===== src/rtl/medicine_pkg.sv =====
// Shared types and helpers for the multi-channel medicine scheduler.
// Channel state encoding and counter width helper.
package medicine_pkg;

  typedef enum logic [1:0] {
    ST_WAIT    = 2'd0,
    ST_ALERT   = 2'd1,
    ST_SNOOZED = 2'd2,
    ST_DONE    = 2'd3
  } ch_state_e;

  // Bits needed to hold 0..max_val-1, never less than one bit.
  function automatic int width_of(input int max_val);
    return (max_val > 1) ? $clog2(max_val) : 1;
  endfunction

endpackage


===== src/rtl/medicine_channel.sv =====
// One medicine channel: dose interval, reminder window, snooze and dose limit.
// state   | meaning
// WAIT    | counting the interval to the next reminder
// ALERT   | reminder asserted, window timer running
// SNOOZED | reminder suppressed after a snooze, snooze timer running
// DONE    | dose limit reached, only restart or reset leaves
module medicine_channel
  import medicine_pkg::*;
#(
  parameter int INTERVAL_CYCLES = 600,
  parameter int REMIND_CYCLES   = 100,
  parameter int SNOOZE_CYCLES   = 50,
  parameter int MAX_SNOOZE      = 2,
  parameter int MAX_DOSES       = 3,
  localparam int DOSE_W         = width_of(MAX_DOSES + 1)
) (
  input  logic              clk,
  input  logic              reset_n,
  input  logic              enable,
  input  logic              ch_enable,
  input  logic              ack,
  input  logic              snooze,
  input  logic              restart,
  output logic              reminder,
  output logic              missed,
  output logic              done,
  output logic [DOSE_W-1:0] dose_count,
  output logic              reminder_nxt
);

  localparam int IW = width_of(INTERVAL_CYCLES);
  localparam int AW = width_of(REMIND_CYCLES);
  localparam int SW = width_of(SNOOZE_CYCLES);
  localparam int UW = width_of(MAX_SNOOZE + 1);

  localparam logic [IW-1:0]     INT_LAST   = IW'(INTERVAL_CYCLES - 1);
  localparam logic [AW-1:0]     ALERT_LAST = AW'(REMIND_CYCLES - 1);
  localparam logic [SW-1:0]     SNZ_LAST   = SW'(SNOOZE_CYCLES - 1);
  localparam logic [DOSE_W-1:0] DOSE_MAX   = DOSE_W'(MAX_DOSES);

  ch_state_e         state_q, state_d;
  logic [IW-1:0]     int_cnt_q, int_cnt_d;
  logic [AW-1:0]     alert_cnt_q, alert_cnt_d;
  logic [SW-1:0]     snz_cnt_q, snz_cnt_d;
  logic [UW-1:0]     snz_used_q, snz_used_d;
  logic [DOSE_W-1:0] dose_q, dose_d;
  logic              missed_q, missed_d;
  logic              reminder_q, reminder_d;
  logic              done_q, done_d;
  logic              dose_evt;

  always_comb begin
    state_d     = state_q;
    int_cnt_d   = int_cnt_q;
    alert_cnt_d = alert_cnt_q;
    snz_cnt_d   = snz_cnt_q;
    snz_used_d  = snz_used_q;
    dose_d      = dose_q;
    missed_d    = missed_q;
    dose_evt    = 1'b0;

    if (restart) begin
      state_d     = ST_WAIT;
      int_cnt_d   = '0;
      alert_cnt_d = '0;
      snz_cnt_d   = '0;
      snz_used_d  = '0;
      dose_d      = '0;
      missed_d    = 1'b0;
    end else if (!ch_enable) begin
      // Schedule history is kept; a finished channel stays finished.
      state_d     = (state_q == ST_DONE) ? ST_DONE : ST_WAIT;
      int_cnt_d   = '0;
      alert_cnt_d = '0;
      snz_cnt_d   = '0;
      snz_used_d  = '0;
    end else if (enable) begin
      case (state_q)
        ST_WAIT: begin
          if (int_cnt_q == INT_LAST) begin
            state_d     = ST_ALERT;
            int_cnt_d   = '0;
            alert_cnt_d = '0;
            snz_used_d  = '0;
          end else begin
            int_cnt_d = int_cnt_q + 1'b1;
          end
        end
        ST_ALERT: begin
          if (ack) begin
            dose_evt = 1'b1;
          end else if (alert_cnt_q == ALERT_LAST) begin
            dose_evt = 1'b1;
            missed_d = 1'b1;
          end else if (snooze && (int'(snz_used_q) < MAX_SNOOZE)) begin
            state_d    = ST_SNOOZED;
            snz_used_d = snz_used_q + 1'b1;
            snz_cnt_d  = '0;
          end else begin
            alert_cnt_d = alert_cnt_q + 1'b1;
          end
        end
        ST_SNOOZED: begin
          if (ack) begin
            dose_evt = 1'b1;
          end else if (snz_cnt_q == SNZ_LAST) begin
            state_d     = ST_ALERT;
            alert_cnt_d = '0;
            snz_cnt_d   = '0;
          end else begin
            snz_cnt_d = snz_cnt_q + 1'b1;
          end
        end
        default: ;
      endcase

      if (dose_evt) begin
        int_cnt_d   = '0;
        alert_cnt_d = '0;
        snz_cnt_d   = '0;
        if (dose_q != DOSE_MAX) dose_d = dose_q + 1'b1;
        state_d = (int'(dose_q) + 1 >= MAX_DOSES) ? ST_DONE : ST_WAIT;
      end
    end
  end

  assign reminder_d   = (state_d == ST_ALERT);
  assign done_d       = (state_d == ST_DONE);
  assign reminder_nxt = reminder_d;

  always_ff @(posedge clk or negedge reset_n) begin
    if (!reset_n) begin
      state_q     <= ST_WAIT;
      int_cnt_q   <= '0;
      alert_cnt_q <= '0;
      snz_cnt_q   <= '0;
      snz_used_q  <= '0;
      dose_q      <= '0;
      missed_q    <= 1'b0;
      reminder_q  <= 1'b0;
      done_q      <= 1'b0;
    end else begin
      state_q     <= state_d;
      int_cnt_q   <= int_cnt_d;
      alert_cnt_q <= alert_cnt_d;
      snz_cnt_q   <= snz_cnt_d;
      snz_used_q  <= snz_used_d;
      dose_q      <= dose_d;
      missed_q    <= missed_d;
      reminder_q  <= reminder_d;
      done_q      <= done_d;
    end
  end

  assign reminder   = reminder_q;
  assign missed     = missed_q;
  assign done       = done_q;
  assign dose_count = dose_q;

endmodule


===== src/rtl/medicine_scheduler.sv =====
// Multi-channel medicine reminder scheduler: NUM_CH independent channels
// plus a registered summary reminder for the alert driver.
module medicine_scheduler
  import medicine_pkg::*;
#(
  parameter int NUM_CH          = 4,
  parameter int INTERVAL_CYCLES = 600,
  parameter int REMIND_CYCLES   = 100,
  parameter int SNOOZE_CYCLES   = 50,
  parameter int MAX_SNOOZE      = 2,
  parameter int MAX_DOSES       = 3,
  localparam int DOSE_W         = width_of(MAX_DOSES + 1)
) (
  input  logic                     clk,
  input  logic                     reset_n,
  input  logic                     enable,
  input  logic [NUM_CH-1:0]        ch_enable,
  input  logic [NUM_CH-1:0]        ack,
  input  logic [NUM_CH-1:0]        snooze,
  input  logic [NUM_CH-1:0]        restart,
  output logic [NUM_CH-1:0]        reminder,
  output logic [NUM_CH-1:0]        missed,
  output logic [NUM_CH-1:0]        done,
  output logic [NUM_CH*DOSE_W-1:0] dose_count,
  output logic                     any_reminder
);

  logic [NUM_CH-1:0] reminder_nxt;

  for (genvar i = 0; i < NUM_CH; i++) begin : g_ch
    medicine_channel #(
      .INTERVAL_CYCLES(INTERVAL_CYCLES),
      .REMIND_CYCLES  (REMIND_CYCLES),
      .SNOOZE_CYCLES  (SNOOZE_CYCLES),
      .MAX_SNOOZE     (MAX_SNOOZE),
      .MAX_DOSES      (MAX_DOSES)
    ) u_ch (
      .clk         (clk),
      .reset_n     (reset_n),
      .enable      (enable),
      .ch_enable   (ch_enable[i]),
      .ack         (ack[i]),
      .snooze      (snooze[i]),
      .restart     (restart[i]),
      .reminder    (reminder[i]),
      .missed      (missed[i]),
      .done        (done[i]),
      .dose_count  (dose_count[i*DOSE_W +: DOSE_W]),
      .reminder_nxt(reminder_nxt[i])
    );
  end

  // Built from next-state reminders so it flips on the same edge as reminder.
  always_ff @(posedge clk or negedge reset_n) begin
    if (!reset_n) any_reminder <= 1'b0;
    else          any_reminder <= |reminder_nxt;
  end

endmodule


===== config.mk =====
export PLATFORM = sky130hd
export DESIGN_NAME = medicine_scheduler
export DESIGN_NICKNAME = d
export VERILOG_FILES = /design/src/rtl/medicine_pkg.sv /design/src/rtl/medicine_channel.sv /design/src/rtl/medicine_scheduler.sv
export SDC_FILE = /design/constraint.sdc
export NUM_CORES = 1
export LEC_CHECK = 0
export BUFFER_PORTS_ARGS = -buffer_cell sky130_fd_sc_hd__clkbuf_2
export CORE_MARGIN = 1
export CORE_UTILIZATION = 50
export CTS_CLUSTER_DIAMETER = 80
export DETAILED_ROUTE_END_ITERATION = 10
export PLACE_DENSITY = 0.68
export SLEW_MARGIN = 20
export SYNTH_ARGS = -nofsm -noshare
export SYNTH_HDL_FRONTEND = slang
export SYNTH_SLANG_ARGS = --single-unit

===== constraint.sdc =====
create_clock -name clk -period 4.55 [get_ports clk]
set_input_delay 0.2275 -clock clk [delete_from_list [all_inputs] [get_ports clk]]
set_output_delay 0.2275 -clock clk [all_outputs]
set_load 0.02 [all_outputs]

# Word level (Yosys, flattened, before mapping)
# Index checks and enable logic that the tools add are counted.
# W data, S select, Z words.
# classes
eq_ne	104
n_reduce_logical	57
mux	264
addsub	24
magnitude_cmp	8
# ops
cell	count
$mux W7	40
$mux W10	24
$mux W6	36
$mux W2	96
$ge A32 B3 Y1 const B	4
$pmux W7 S3	4
$ne A5 B3 Y1 const B	12
$mux W1	48
$pmux W6 S2	4
$reduce_and A6 Y1	8
$reduce_bool A2 Y1	24
$add A10 B1 Y10 const B	4
$eq A10 B10 Y1 const B	4
$ne A5 B4 Y1 const B	8
$ne A5 B5 Y1 const B	8
$ne A4 B1 Y1 const B	8
$ne A4 B3 Y1 const B	8
$ne A4 B4 Y1 const B	8
$reduce_and A8 Y1	4
$add A7 B1 Y7 const B	4
$eq A7 B7 Y1 const B	4
$add A6 B1 Y6 const B	4
$eq A2 B2 Y1 const B	12
$eq A6 B6 Y1 const B	4
18 further kinds	77
# word_totals
word_cells	494
out_inout_bits	21
in_bits	19
register_bits	129

# Depth between registers and ports, before layout
# Gate-level depths: netlist (run 1).
# depth
depth_word	13
ltp_mapped	11

# Modules after synthesis
# Synthesis (run 1) repeated with hierarchy kept, for this count alone.
# unflattened
hier_cells	934
hier_area_um2	8360.5
# modules_own_cells
mod	area_each_um2	seq_area_each_um2	cells_per_inst	instances
medicine_channel (g_ch[2].u_ch ...)	2087.0	800.8	232	2
medicine_channel (g_ch[0].u_ch ...)	2077.0	800.8	234	2
medicine_scheduler	32.5	25.0	2	1

# Worst setup path before layout (run 1)
# No wires, ideal clock.
# synth_path
path_kind	register to register
from	register g_ch[3].u_ch.state_q[0]
to	register any_reminder
t_arrival_ns	2.197
path_stages_with_launch	9
slack_ns	2.214
period_less_slack_ns	2.336
n_path_buf	0
setup_ns	0.139
path_cell_list	dfrtp_1 > inv_1 > ha_1 > nand4b_1 > o21a_4 > or4_4 > nand3_1 > nor3b_1 > or4_1
# synth_between
elab_chain_cells	11
# synth_rtl
element	line	text
start: declaration	medicine_channel.sv:41	ch_state_e state_q, state_d;
start signal: assignment	medicine_channel.sv:143	state_q <= state_d;
$eq A2 B2 Y1 / $eq A2 B1 Y1 (equally long branches)	medicine_channel.sv:78	case (state_q)
$pmux W1 S2	medicine_channel.sv:78	
$mux W1	medicine_channel.sv:77	end else if (enable) begin
$mux W1	medicine_channel.sv:70	end else if (!ch_enable) begin
$mux W1	medicine_channel.sv:62	if (restart) begin
$mux W2	medicine_channel.sv:117	if (dose_evt) begin
$mux W2	medicine_channel.sv:77	
$mux W2 (*)	medicine_channel.sv:70	
$mux W2 (*)	medicine_channel.sv:62	
$eq A2 B1 Y1 (*)	medicine_channel.sv:127	assign reminder_d = (state_d == ST_ALERT);
net g_ch[3].u_ch.reminder_nxt	medicine_channel.sv:28	output logic reminder_nxt
$reduce_or A4 Y1 (*)	medicine_scheduler.sv:56	else any_reminder <= |reminder_nxt;
end signal: assignment	medicine_scheduler.sv:56	
end: declaration	medicine_scheduler.sv:25	output logic any_reminder
# Mark *: on every way through the listed nets, which the timed path passes. The rest lies on a longest branch. The select of a mux whose other input is x is not followed.
# A chain may end at the register's enable or synchronous reset.

# Worst setup path in the final report (run 1)
# layout_path
from	register g_ch[0].u_ch.state_q[1]
to	register g_ch[0].u_ch.int_cnt_q[6]
# layout_between
elab_chain_cells	9
# layout_rtl
element	line	text
start: declaration	medicine_channel.sv:41	
start signal: assignment	medicine_channel.sv:143	
$eq A2 B2 Y1 / $eq A2 B1 Y1 (equally long branches)	medicine_channel.sv:78	
$pmux W1 S2	medicine_channel.sv:78	
$mux W1	medicine_channel.sv:77	
$mux W1	medicine_channel.sv:70	
$mux W1	medicine_channel.sv:62	
$mux W10	medicine_channel.sv:117	
$mux W10	medicine_channel.sv:77	
$mux W10	medicine_channel.sv:70	
$mux W10	medicine_channel.sv:62	
end signal: assignment	medicine_channel.sv:144	int_cnt_q <= int_cnt_d;
end: declaration	medicine_channel.sv:42	logic [IW-1:0] int_cnt_q, int_cnt_d;
# Parallel ways exist; a longest one is shown, timed or not. The select of a mux whose other input is x is not followed.

==> impl_metrics.json, run 1 <==
{
  "synth_top_area_share_pct": 38.96,
  "drc": 0,
  "die_x_um": 130.7,
  "fin_hold_ws_ns": 0.05702,
  "die_y_um": 130.7,
  "nets": 1007,
  "routabilityCongestion": 0.9093,
  "powerDensity_mw_per_mm2": 312.7,
  "synth-warning-count": 0,
  "ant_nets": 0,
  "synth_compound_area_share_pct": 22.23,
  "synthCells": 913,
  "critical_path_class": "flip-flop to flip-flop",
  "place_ws_ns": 1.714,
  "post_cts.repair.setup_buffers": 0,
  "grt_pass1_vias": 6503,
  "syn-num-nets": 980,
  "cp-end-kind": "flip-flop",
  "worstMarginPinSlew_ns": 0.9588,
  "dp.final_hpwl_um": 12560,
  "numCtsBuffers": 17,
  "clock-root-buffer": "clkbuf_16",
  "crit_required_ns": 4.83,
  "hold_class": "input port to flip-flop",
  "ys_ff_latch": 129,
  "hold_depth": 2,
  "cts_buffer_depth": 2,
  "fillerInstances": 1430,
  "worst_ir_drop_vdd_mv": 0.2806,
  "multi_input_area_mm2": 0.004663,
  "p_leak_uw": 0.003946,
  "worst_slack_ns": 1.795,
  "cts.sinks": 129,
  "area.sequential_mm2": 0.003228,
  "dieArea_mm2": 0.01709,
  "hold_viol": 0,
  "synth_edf_count": 0,
  "synthArstFlopShare_pct": 100.0,
  "synthMuxAreaShare_pct": 1.133,
  "cts.htree.levels": 4,
  "max_slew_margin_pct": 35.95,
  "post_cts_resized": 0,
  "synth_area_mm2": 0.008285,
  "synth_fa_ha_area_share_pct": 7.249,
  "synth.area.top_cells": "dfrtp_1, ha_1, o21ai_0",
  "portBuffers": 39,
  "ys.flop_type": "dfrtp_1",
  "slew_viol_final": 0,
  "grt_pass1_wl_um": 30900,
  "fp.coreArea_mm2": 0.01606,
  "start_kind": "flip-flop",
  "finalCritPeriodShare_pct": 60.55,
  "syn_avg_cell_area_um2": 9.075,
  "critPathArrivalTime_ns": 3.04,
  "whs_endpoint": "g_ch[2].u_ch.dose_count[0]",
  "drive_gt1_share_pct": 11.54,
  "synth_top_cell_by_area": "dfrtp_1",
  "via_per_inst": 5.880,
  "grt_usage_pct": 22.77,
  "min_from": "restart[2]",
  "rrSetupSlack_ns": 1.79,
  "drt-total-wl_um": 18270,
  "start_util_pct": 51.60,
  "clkSlewWorstSetupHoldPaths_ns": 0.06,
  "post_drt_wl_per_cell_um": 15.63,
  "rows": 46,
  "total_power_uw": 2886,
  "dr_total_vias": 6874,
  "drt_iter0_drc": 409,
  "finClkSkew_ns": 0.01098,
  "grt_max_degree": 108,
  "setup_violations": 0,
  "antenna_found_initial": 0,
  "synth_top_family_by_area": "simple AND/OR/NAND/NOR gates",
  "yosysUniqueCellTypes": 90,
  "antennaDiodeCount": 0,
  "r2r-end": "g_ch[0].u_ch.int_cnt_q[6]",
  "drv_cap": 0,
  "fmax_ghz": 0.3630,
  "firstDrtPassIters": 5,
  "ff2ff_path_depth": 8,
  "tns_ns": 0,
  "grt_overflow": 0,
  "rsz0062_at_grt": "no",
  "synth-xor-area-share_pct": 1.163,
  "period_needed_ns": 2.755,
  "regToRegStartpoint": "g_ch[0].u_ch.state_q[1]",
  "tritoncts": "built",
  "synth_simple_gate_area_share_pct": 24.51,
  "insertion_delay_ns": 0.42,
  "seq_area_frac_synth_pct": 38.96,
  "status": "finished clean",
  "cp_max_fo": 12,
  "num_io_pins": 40,
  "final_util_pct": 57.47,
  "syn2layout_area_growth_pct": 11.39
}
-- worst max-delay path: stages (launching register included) --
cell	delay, ns
dfrtp_1	0.42
inv_1	0.11
ha_1	0.35
o21ai_2	0.28
o32ai_4	0.16
o21a_1	0.19
nor2_1	0.47
or2_0	0.47
o21ai_0	0.17
-- where the power goes --
group	switching [uW]	internal, uW
clock network	532	962
logic	153	67.1
registers	11.5	1160
total	697	2190
-- how the worst max path moves through the flow --
stage	from	to	slack, ns	cells after the start
6_report	g_ch[0].u_ch.state_q[1]	g_ch[0].u_ch.int_cnt_q[6]	1.79	8
5_1_grt	g_ch[0].u_ch.state_q[1]	g_ch[0].u_ch.int_cnt_q[6]	1.54	8
4_1_cts	g_ch[0].u_ch.state_q[1]	g_ch[0].u_ch.int_cnt_q[6]	1.79	8
3_5_place_dp	enable	any_reminder	1.71	6
3_3_place_gp	enable	any_reminder	1.75	6
2_1_floorplan	g_ch[3].u_ch.state_q[0]	any_reminder	2.21	8
-- sequential cells by signal, indices dropped and copies added (netlist names) --
register,flops
g_ch.u_ch.done,4
g_ch.u_ch.dose_count,8
g_ch.u_ch.int_cnt_q,40
g_ch.u_ch.missed,4
g_ch.u_ch.state_q,8
g_ch.u_ch.snz_used_q,8
g_ch.u_ch.snz_cnt_q,24
any_reminder,1
g_ch.u_ch.alert_cnt_q,28
g_ch.u_ch.reminder,4
-- cells in the final DEF (no fill, tap or decap), types with 7 or more instances in the layout --
cell / count
nor4_1: 8
clkbuf_2: 38
nand2b_1: 38
and2_1: 8
nand2_1: 58
a21oi_1: 24
inv_1: 50
nor3_1: 14
nand3_1: 37
nor2_1: 83
a31oi_1: 15
xnor2_1: 7
nand4_1: 8
o211ai_1: 14
o21ai_0: 112
ha_1: 48
dfrtp_1: 129
nor2b_1: 19
clkbuf_16: 17
o31ai_1: 37
or3_1: 10
and3_1: 30
-- kinds of logic (layout without fill, tap and decap cells) --
group                      after synthesis  in the layout
AOI/OAI and AO/OA                      273            273
xor gates and xnor gates                11             11
adders and majority gates               48             48
buffers and inverters                   85            125
DFF                                    129            129
muxes                                    9              9
and+or+nand+nor                        358            358
-- Yosys cell counts (3+ instances only) --
master	n
xor2_1	4
nand2_1	58
o2111ai_1	4
nor3_1	14
o211ai_1	14
nand4bb_1	5
mux2i_1	6
buf_4	14
xnor2_1	7
o31a_1	3
and3_1	30
nor4_1	8
nand4bb_4	4
o31ai_1	37
o21ai_2	3
o21bai_1	3
and2_1	8
a31oi_1	15
nor3b_1	5
o41ai_1	4
inv_1	50
o21ai_0	112
or3_1	10
ha_1	48
mux2_2	3
nand2b_1	38
o21ai_1	4
a22oi_1	3
clkbuf_1	11
o22ai_1	4
nor2_1	83
nor2b_1	19
o21a_1	3
dfrtp_1	129
a21oi_1	24
or2_2	5
nand4_1	8
a41oi_1	6
nand3_1	37
buf_2	6
-- what timing repair did --
action,4_1_cts,5_1_grt
setup endpoints to repair,0,0
hold buffers,1,0
endpoints found under the hold margin,34,0
-- cell type report --
type                            instances  area share, %
Clock buffer                           20          5.057
Tap cell                              216          2.928
Multi-Input combinational cell        699          50.53
Clock inverter                         12          1.952
Sequential cell                       129          34.98
Timing Repair Buffer                   42          2.481
Inverter                               51          2.074
-- metal layers --
| layer | vias up | routed length (um) | global-route usage [%] |
|---|---|---|---|
| met5 | - | 0 | 0 |
| met4 | 0 | 133 | 5.747 |
| met3 | 17 | 813 | 6.067 |
| met2 | 107 | 8720 | 37.22 |
| met1 | 3353 | 8605 | 29.99 |
| li1 | 3397 | - | - |
-- per-stage QoR --
step,cell area [um2],cells
2_1_floorplan,8285,913
3_3_place_gp,8569,1136
3_5_place_dp,8569,1136
4_1_cts,9226,1169
5_1_grt,9229,1169
6_report,9229,1169
Note: power is estimated with default switching activity, not from simulation.
==> inputs of run 2 (changes only) <==
- ABC_AREA: unset -> 1
- clock period: 4.55 -> 2.7 ns (I/O delays scaled with it)
==> impl_metrics.json, run 2 <==
{
  "synthCells": 1190,
  "crit_required_ns": 3.02,
  "cts.sinks": 129,
  "yosysMostFrequentCell": "nand2_1",
  "worstMarginPinSlew_ns": 0.5703,
  "rows": 48,
  "drive_gt1_share_pct": 13.78,
  "synthArstFlopShare_pct": 100.0,
  "drc": 0,
  "hold_class": "input port to flip-flop",
  "synth_area_mm2": 0.008833,
  "cp_max_fo": 11,
  "post_cts_resized": 0,
  "synth_top_cell_by_area": "dfrtp_1",
  "drt_iter0_drc": 428,
  "ys_ff_latch": 129,
  "finalCritPeriodShare_pct": 82.07,
  "final_cell_mix": "nand2_1, inv_1, dfrtp_1",
  "cp_cell_sequence": "ha_1, inv_1, nor2_1, nand3_2, nand2_1, nand2_2, nand2_2, nand2_4, o21ai_2, o21ai_2, nor2_2, o21ai_0, o21a_1",
  "max_slew_margin_pct": 61.98,
  "dr_total_vias": 7638,
  "dp.final_hpwl_um": 13970,
  "grt_pass1_wl_um": 32400,
  "start_kind": "flip-flop",
  "clkSlewWorstSetupHoldPaths_ns": 0.06,
  "min_from": "restart[3]",
  "num_io_pins": 40,
  "fp.coreArea_mm2": 0.01730,
  "cts_buffer_depth": 2,
  "synth-warning-count": 0,
  "layout_commonest_cell": "nand2_1",
  "status": "finished clean",
  "insertion_delay_ns": 0.42,
  "grt.met1_usage_pct": 30.44,
  "synth_edf_count": 0,
  "yosysUniqueCellTypes": 50,
  "hold_viol": 0,
  "synth_commonest_cells": "nand2_1, inv_1, dfrtp_1, nor2_1, nand3_1",
  "seq_area_frac_synth_pct": 36.54,
  "max_stage_delay_ns": 0.39,
  "drv_cap": 0,
  "rsz0062_at_grt": "no",
  "ant_nets": 0,
  "antennaDiodeCount": 0,
  "dieArea_mm2": 0.01820,
  "largest_register": "g_ch.u_ch.int_cnt_q",
  "clock-root-buffer": "clkbuf_16",
  "setup_violations": 0,
  "fmax_ghz": 0.4513,
  "grt_busiest_layer": "met2",
  "grt_overflow": 0,
  "syn-num-nets": 1257,
  "antenna_found_initial": 0,
  "cp_slowest_cell": "dfrtp_1",
  "tritoncts": "built",
  "post_drt_wl_per_cell_um": 13.06,
  "cp-end-kind": "flip-flop",
  "cts.htree.levels": 4,
  "fillerInstances": 1622,
  "synth_top_area_share_pct": 36.54,
  "regToRegStartpoint": "g_ch[0].u_ch.alert_cnt_q[0]",
  "drt-total-wl_um": 19240,
  "p_leak_uw": 0.004796,
  "firstDrtPassIters": 7,
  "worst_path_dominant_cell_family": "simple AND/OR/NAND/NOR gates",
  "use_met3_pct": 4.580,
  "via_per_inst": 5.185,
  "path_buf_inv": 1,
  "slew_viol_final": 0,
  "critPathLaunch": "g_ch[0].u_ch.alert_cnt_q[0]",
  "critical_path_class": "flip-flop to flip-flop",
  "largestRegisters": "g_ch.u_ch.int_cnt_q x40, g_ch.u_ch.alert_cnt_q x28, g_ch.u_ch.snz_cnt_q x24",
  "powerDensity_mw_per_mm2": 506.0,
  "met2_usage_pct": 35.31,
  "synth.area.top_cells": "dfrtp_1, nand2_1, ha_1",
  "largest_register_ffs": 40,
  "die_y_um": 134.9,
  "grt_pass1_vias": 6922,
  "die_x_um": 134.9,
  "grt_usage_pct": 22.18,
  "numCtsBuffers": 17,
  "syn2layout_area_growth_pct": 11.40,
  "routabilityCongestion": 0.8966,
  "syn_avg_cell_area_um2": 7.423,
  "tns_ns": 0,
  "start_util_pct": 51.07,
  "ys.flop_type": "dfrtp_1",
  "critPathArrivalTime_ns": 2.53,
  "final_util_pct": 56.89,
  "period_needed_ns": 2.216,
  "portBuffers": 39,
  "worst_ir_drop_vdd_mv": 0.4370,
  "finClkSkew_ns": 0.005985,
  "grt_max_degree": 60,
  "nets": 1302
}
-- run 2: metrics by stage --
step / area [um2] / total power (uW) / hold WS [ns] / std cells / setup slack (ns)
5_1_grt: 9841 / 5215 / 0.06780 / 1473 / 0.2853
3_5_place_dp: 9210 / 2711 / 0.1549 / 1437 / 0.5249
6_report: 9841 / 4980 / 0.04289 / 1473 / 0.4842
3_3_place_gp: 9210 / 2702 / 0.1542 / 1437 / 0.5280
4_1_cts: 9841 / 5034 / 0.03289 / 1473 / 0.4957
2_1_floorplan: 8833 / 2533 / -0.1606 / 1190 / 0.8057
-- run 2: worst paths after layout --
check / cells after the start / slack, ns / to
max: 13 / 0.48 / g_ch[0].u_ch.snz_cnt_q[0]
min: 2 / 0.04 / g_ch[3].u_ch.missed
max reg2reg: 13 / 0.48 / g_ch[0].u_ch.snz_cnt_q[0]
min reg2reg: 1 / 0.49 / g_ch[1].u_ch.snz_used_q[0]
max in group asynchronous: 3 / 1.72 / g_ch[2].u_ch.dose_count[0]
min in group asynchronous: 2 / 0.26 / g_ch[3].u_ch.snz_cnt_q[0]
-- run 2: logic make-up after synthesis --
kind of cell / Yosys count / synth area share (%)
xor gates and xnor gates: 27 / 2.677
AOI/OAI and AO/OA: 178 / 11.77
adders and majority gates: 48 / 6.799
DFF: 129 / 36.54
buffers and inverters: 204 / 9.759
and+or+nand+nor: 604 / 32.45
-- run 2: per-layer routing --
metal | part of all wire (%) | vias to the layer above
met1 | 51 | 3525
met5 | 0 | -
li1 | - | 3978
met4 | 1.2 | 0
met3 | 2.9 | 17
met2 | 45 | 118
-- run 2: area by class of cell --
cell class	instances	area (um2)	area share, %
multi-input cells	857	4743	48.20
flip-flops and latches	129	3228	32.80
inverters	176	660.6	6.713
clock buffers	19	452.9	4.603
repair buffers	54	336.6	3.420
well taps	225	281.5	2.861
clock inverters	13	137.6	1.399
-- run 2: report_power, final --
| group | switching, uW | internal [uW] | total (uW) |
|---|---|---|---|
| Combinational | 439 | 196 | 634 |
| Sequential | 54.8 | 1990 | 2050 |
| Clock | 893 | 1400 | 2300 |
| Total | 1390 | 3590 | 4980 |
-- run 2: timing repair --
| item | CTS | global route |
|---|---|---|
| hold endpoints to repair | 61 | 0 |
| hold buffers | 4 | 0 |
| setup buffers | 0 | 0 |
